--- config.mk ---
export PLATFORM = sky130hd
export DESIGN_NAME = uart_receiver
export DESIGN_NICKNAME = d
export VERILOG_FILES = /design/src/rtl/uart_receiver.sv
export SDC_FILE = /design/constraint.sdc
export NUM_CORES = 1
export LEC_CHECK = 0
export CAP_MARGIN = 20
export CORE_MARGIN = 5
export CORE_UTILIZATION = 41
export CTS_CLUSTER_DIAMETER = 100
export CTS_CLUSTER_SIZE = 8
export DETAILED_ROUTE_END_ITERATION = 10
export PLACE_DENSITY = 0.64
export SLEW_MARGIN = 20
export SYNTH_ARGS = -nofsm -noshare
export SYNTH_HDL_FRONTEND = slang
export SYNTH_SLANG_ARGS = --single-unit
export TNS_END_PERCENT = 100
--- constraint.sdc ---
create_clock -name clk -period 1.9 [get_ports clk]
set_input_delay 0.38 -clock clk [delete_from_list [all_inputs] [get_ports clk]]
set_output_delay 0.38 -clock clk [all_outputs]
set_load 0.1 [all_outputs]
--- src/rtl/uart_receiver.sv ---
// 8N1 UART receiver, OVERSAMPLE clk cycles per bit, LSB first.
// Optional input synchroniser enabled by defining UART_RX_SYNC_EN.
module uart_receiver #(
  parameter int OVERSAMPLE = 16,
  parameter int DATA_BITS  = 8
) (
  input  logic                 clk,
  input  logic                 rst,
  input  logic                 data_in,
  output logic [DATA_BITS-1:0] par_data,
  output logic                 rx_done,
  output logic                 frame_err,
  output logic                 busy
);

  localparam int CW = (OVERSAMPLE > 1) ? $clog2(OVERSAMPLE) : 1;
  localparam int IW = (DATA_BITS > 1) ? $clog2(DATA_BITS) : 1;

  typedef enum logic [1:0] {
    S_IDLE,
    S_START,
    S_DATA,
    S_STOP
  } state_t;

  state_t               r_state;
  state_t               w_state_next;
  logic [CW-1:0]        r_cnt;
  logic [IW-1:0]        r_bit_idx;
  logic [DATA_BITS-1:0] r_shift;
  logic [DATA_BITS-1:0] r_par_data;
  logic                 r_rx_done;
  logic                 r_frame_err;
  logic                 r_prev_line;
  logic                 w_line;
  logic                 w_mid;
  logic                 w_bit_end;
  logic                 w_last_bit;

`ifdef UART_RX_SYNC_EN
  logic r_sync1;
  logic r_sync2;

  // Two-flop synchroniser; idles high so reset does not fake a start edge.
  always_ff @(posedge clk) begin
    if (rst) begin
      r_sync1 <= 1'b1;
      r_sync2 <= 1'b1;
    end else begin
      r_sync1 <= data_in;
      r_sync2 <= r_sync1;
    end
  end

  assign w_line = r_sync2;
`else
  assign w_line = data_in;
`endif

  assign w_mid      = (r_cnt == CW'(OVERSAMPLE / 2 - 1));
  assign w_bit_end  = (r_cnt == CW'(OVERSAMPLE - 1));
  assign w_last_bit = (r_bit_idx == IW'(DATA_BITS - 1));

  // State register.
  always_ff @(posedge clk) begin
    if (rst) r_state <= S_IDLE;
    else     r_state <= w_state_next;
  end

  // Next-state logic.
  always_comb begin
    w_state_next = r_state;
    case (r_state)
      S_IDLE:  if (r_prev_line && !w_line) w_state_next = S_START;
      S_START: if (w_mid) w_state_next = w_line ? S_IDLE : S_DATA;
      S_DATA:  if (w_bit_end && w_last_bit) w_state_next = S_STOP;
      S_STOP:  if (w_bit_end) w_state_next = S_IDLE;
      default: w_state_next = S_IDLE;
    endcase
  end

  // Counters, shift register, edge detector and registered output strobes.
  always_ff @(posedge clk) begin
    if (rst) begin
      r_cnt       <= '0;
      r_bit_idx   <= '0;
      r_shift     <= '0;
      r_par_data  <= '0;
      r_rx_done   <= 1'b0;
      r_frame_err <= 1'b0;
      r_prev_line <= 1'b1;
    end else begin
      r_prev_line <= w_line;
      r_rx_done   <= 1'b0;
      r_frame_err <= 1'b0;
      case (r_state)
        S_IDLE: begin
          r_cnt     <= '0;
          r_bit_idx <= '0;
        end
        S_START: begin
          if (w_mid) begin
            r_cnt     <= '0;
            r_bit_idx <= '0;
          end else begin
            r_cnt <= r_cnt + CW'(1);
          end
        end
        S_DATA: begin
          if (w_bit_end) begin
            r_cnt              <= '0;
            r_shift[r_bit_idx] <= w_line;
            r_bit_idx          <= w_last_bit ? '0 : r_bit_idx + IW'(1);
          end else begin
            r_cnt <= r_cnt + CW'(1);
          end
        end
        S_STOP: begin
          if (w_bit_end) begin
            r_cnt <= '0;
            if (w_line) begin
              r_par_data <= r_shift;
              r_rx_done  <= 1'b1;
            end else begin
              r_frame_err <= 1'b1;
            end
          end else begin
            r_cnt <= r_cnt + CW'(1);
          end
        end
        default: r_cnt <= '0;
      endcase
    end
  end

  assign par_data  = r_par_data;
  assign rx_done   = r_rx_done;
  assign frame_err = r_frame_err;
  assign busy      = (r_state != S_IDLE);

endmodule

**Word-level counts from Yosys, hierarchy flattened**

Cells that the tools add are included.

- Output and inout bits: 11
- Bits in registers: 28
- Logic and storage cells: 56
- Input bits: 3

- Reductions and logical operators: 13
- Bitwise logic cells: 2
- Multiplexer cells: 18
- Magnitude comparators: 2
- Equality and inequality tests: 11
- $add $sub $neg: 2

Operators with widths:

| kind | number |
|---|---|
| $pmux 4 s3 | 1 |
| $mux 2 | 5 |
| $ne 2x2->1 const B | 5 |
| $mux 3 | 3 |
| $pmux 3 s3 | 1 |
| $bwmux 8 | 1 |
| $mux 4 | 2 |
| $pmux 2 s4 | 1 |
| $reduce_and 3->1 | 2 |
| $add 4x1->4 const B | 1 |
| $eq 2x2->1 const B | 2 |
| $eq 4x3->1 const B | 1 |
| $eq 4x4->1 const B | 1 |
| $lt 3x4->1 const B | 1 |
| $reduce_and 4->1 | 1 |
| $add 3x1->3 const B | 1 |
| $demux 1 s3 | 1 |
| $eq 3x3->1 const B | 1 |
| $ge 3x1->1 const B | 1 |
| $logic_and 1x1->1 | 3 |
| $mux 1 | 3 |
| $reduce_bool 3->1 | 1 |
| $reduce_or 3->1 | 1 |
| $eq 2x1->1 const B | 1 |
| other kinds (6) | 7 |

**Longest topological paths before layout**

- Depth after elaboration: 5
- Mapped depth: 6
- Gate-level depth less buffers: 5

**Worst setup path before layout**

Ideal clock, no wire load.

- Path type: reg2reg
- From: register r_state[0]
- To: register r_state[0]
- Library setup time: 0.074 ns
- Arrival: 1.540 ns
- Cell stages (with the launch flop): 6
- Required time: 1.826 ns
- Slack: 0.286 ns
- Buffers on the path: 1
- Period minus slack after synthesis: 1.614 ns
- Cell sequence: dfxtp_1 > buf_2 > nor2_2 > inv_1 > o32a_1 > a31oi_1

- Word-level cells in the longest chain between the ends: 3
- Elaborated cells between the ends (all ways): 10
- Classes of those cells: eq/ne (7); mux (1); reduce/logical (2)

RTL lines:

| item | line | RTL |
|---|---|---|
| start, declared | 26 | `state_t r_state;` |
| start signal, assigned | 67 | `else r_state <= w_state_next;` |
| $eq 2x2->1, or another cell as far along | 73 | `case (r_state)` |
| $ne 2x2->1 (no line) | n/a |  |
| $reduce_and 4->1 (no line) | n/a |  |

Several ways; a longest one is shown, not always the timed one.
A chain may end at the register's enable or synchronous reset.

**Worst setup path in the final report**

- From: register r_state[0]
- To: output port busy

- Word-level cells in the longest chain between the ends: 1

RTL lines:

| item | line | RTL |
|---|---|---|
| $reduce_bool 2->1 | 139 | `assign busy = (r_state != S_IDLE);` |
| end, declared | 13 | `output logic busy` |

Every way passes these cells.

==> key figures <==
Synthesis
  – Syn Inst Count: about 130
  – Area leader, netlist: dfxtp_1
  – Top cell type's share of synthesized area: 0.448
  – Synth Cell Area: roughly 1300 µm²
  – Part of the Yosys area used for sequential elements: 0.448
  – Synth area leaders: dfxtp_1 45%, mux2i_1 6.4%, nand3_1 5.2%, nand2b_1 4.5%, a21oi_1 3.6%
  – Seq cells post-synth: 28
  – Syn_nets: 139
  – Mean Syn Cell Area: ~9.4 µm²
  – Unique masters post-synth: 39
  – Yosys warnings: 0

Clock network
  – Cts bufs inserted: 3
  – Clock slew at reported path FFs: about 140 ps
  – Clock Tree Buf Depth: 2
  – Worst skew pair latency: 320 ps
  – Post-CTS Setup Bufs: 0
  – CTS Hold Buffers Added: 0
  – Post-CTS resize count: 0
  – Root Driver: clkbuf_4
  – Clk sink count: 28
  – H-Tree Depth: 1
  – CTS tree: built

Finish
  – Area grow syn2layout: 12.6%
  – Most frequent cells in the layout: 27 x dfxtp_1, 14 x buf_4, 13 x nand3_1
  – Fillers: around 290
  – Design area: ~1400 µm²
  – Final cell count without fillers: around 180
  – # diodes: 0
  – Nets: 150
  – Most common cell after layout, fill and taps aside: dfxtp_1
  – Reg area: around 560 µm²
  – Multi-input logic area: roughly 630 µm²
  – Share of post-route cells with drive strength above 1: 0.162
  – Final core utilization: 0.473

Floorplan
  – Initial Util: 0.420
  – I/O pins: 14
  – Die Footprint: 4260 µm²
  – Die Y-Extent: 65.2 µm
  – Core Region: ~3000 µm²
  – Core Rows: 20
  – Die X: about 65 µm

Timing
  – Max-slew headroom: 0.709
  – Slew Viols, Final: 0
  – Period utilisation layout: 0.894
  – Worst Tran Pin Value: approximately 440 ps
  – Max Clock Skew: ~2.2 ps
  – Final setup TNS: 0 ps
  – Fmax: 589 MHz
  – Setup slack after layout: approximately 200 ps
  – Min Tclk post-route: between 1500 and 2000 ps
  – Final number of hold-violating endpoints: 0
  – RSZ-0062 raised after global routing: false
  – Final Setup Violations: 0
  – Hold WS: between 400 and 500 ps

Drt
  – Routed WL per cell: between 10 and 15 µm
  – Final ANT Viol Nets: 0
  – DR vias: a little under 1,000
  – 1st-iter DRT viols: 51
  – Drt drc: 0
  – Vias per inst: roughly 5.6
  – Overall routed net length: 2.40 mm
  – TritonRoute pass-1 iters: 4

Pwr
  – Sw frac: 0.231
  – Seq pwr share: 0.659
  – Clk pwr share: 0.266
  – Final Power: around 0.9 mW
  – Pwr per Cell Area: roughly 640 nW/µm²
  – VDD IR max: 207 µV
  – Logic pwr share: 0.075
  – P_leak: about 0.57 nW
  – Sw Pwr: 0.209 mW
  – Int Pwr: approximately 0.7 mW

GRT
  – First-pass GRT wire length: ~4.0 mm
  – Initial antenna violation count: 0
  – Overflow after GRT: 0
  – GRT Overall Usage: 0.121
  – Vias in the first global route: around 900
  – Largest net degree at the start of global routing: 19

Critical path
  – Delay-heaviest family, CP: buffers and inverters
  – Crit. End Element: output port
  – Slowest-stage cell, CP: dfxtp_1
  – Maximum fanout along the worst path: 8
  – Crit path required time: 1520 ps
  – CP peak stage delay: 340 ps
  – Startpoint Class: register
  – CP arrival: 1320 ps
  – WP depth: 4
  – Crit-path cells: buf_4 > nor2_2 > inv_1 > buf_12
  – Cells on worst reg2reg path: 4
  – Setup Crit Path Kind: register to output port
  – WP buf/inv: 3

Placed design
  – Dpl cells: ~170
  – Buffers on Ports: 13
  – GPL Wtd Cong: around 0.78
  – HPWL after detailed placement: approximately 1.7 mm
  – Pre-CTS setup slack: between 100 and 150 ps
  – Area of placed instances: about 1400 µm²

Hold path
  – Hold Crit Depth: 2
  – Hold WC Path Type: register to register

Job
  – Max Cap Violations: 0

Run status
  – Status: finished clean
[cell usage after synthesis, drive strengths merged]
cell     number
a2111oi       2
a211oi        1
a21oi         9
a22o          1
a31oi         2
a32o          1
and2          2
and3          3
and3b         1
and4b         1
buf           7
clkbuf        4
dfxtp        28
ha            3
inv           2
mux2          1
mux2i         8
nand2         2
nand2b        9
nand3        13
nand3b        1
nand4         2
nand4b        4
nor2          2
nor2b         4
nor3          2
nor3b         2
nor4          1
nor4bb        1
o21ai        10
o32a          1
or2           1
xnor2         1
xor2          1
[final cells by class]
class / instances / area share
clock buffers: 3 / 0.0160
inverters: 2 / 0.00533
multi-input cells: 92 / 0.448
flip-flops and latches: 28 / 0.399
well taps: 33 / 0.0293
repair buffers: 17 / 0.103
[per-layer routing]
layer  global-route usage  wire, µm  vias to the layer above  share of wire
li1                     -         -                      505              -
met1                0.154      1150                      462           0.48
met2                0.196      1140                       13           0.47
met3               0.0291        97                        2          0.040
met4               0.0466        18                        0         0.0075
met5                    0         0                        -              0
[power by group through the flow]
stage | sequential [mW] | combinational, mW | clock, mW
floorplan | 0.606 | 0.0448 | 0
global placement | 0.607 | 0.0685 | 0
detailed placement | 0.607 | 0.0677 | 0
CTS | 0.595 | 0.0682 | 0.250
global route | 0.595 | 0.0735 | 0.268
finish | 0.595 | 0.0677 | 0.240
[worst paths after layout]
| check | startpoint | slack (ps) | to |
|---|---|---|---|
| setup / recovery | r_state[0] | 200 | busy |
| hold reg to reg | r_shift[7] | 480 | par_data[7] |
| setup reg to reg | r_cnt[0] | 320 | r_cnt[0] |
| hold / removal | r_shift[7] | 480 | par_data[7] |
[flip-flops by register name, summed over array words and instances, names as in the netlist, named ones only]
register     flops
frame_err        1
par_data         8
r_bit_idx        3
r_cnt            4
r_prev_line      1
r_shift          8
r_state          1
rx_done          1
[cells by family (layout without fill, tap and decap cells)]
family	after synthesis	count (layout)	share of synthesized area
and+or+nand+nor	51	51	0.258
adders and majority gates	3	3	0.0300
xor gates and xnor gates	2	2	0.0140
buffers and inverters	13	22	0.0480
AOI/OAI and AO/OA	27	27	0.129
muxes	9	9	0.0730
DFF	28	28	0.448
[worst reg2reg max path, cell delays in order, from the launching register on]
cell and delay (ps):
dfxtp_1 360, ha_1 210, buf_4 160, and3_1 280
a2111oi_0 460
(Power assumes the default switching activity.)
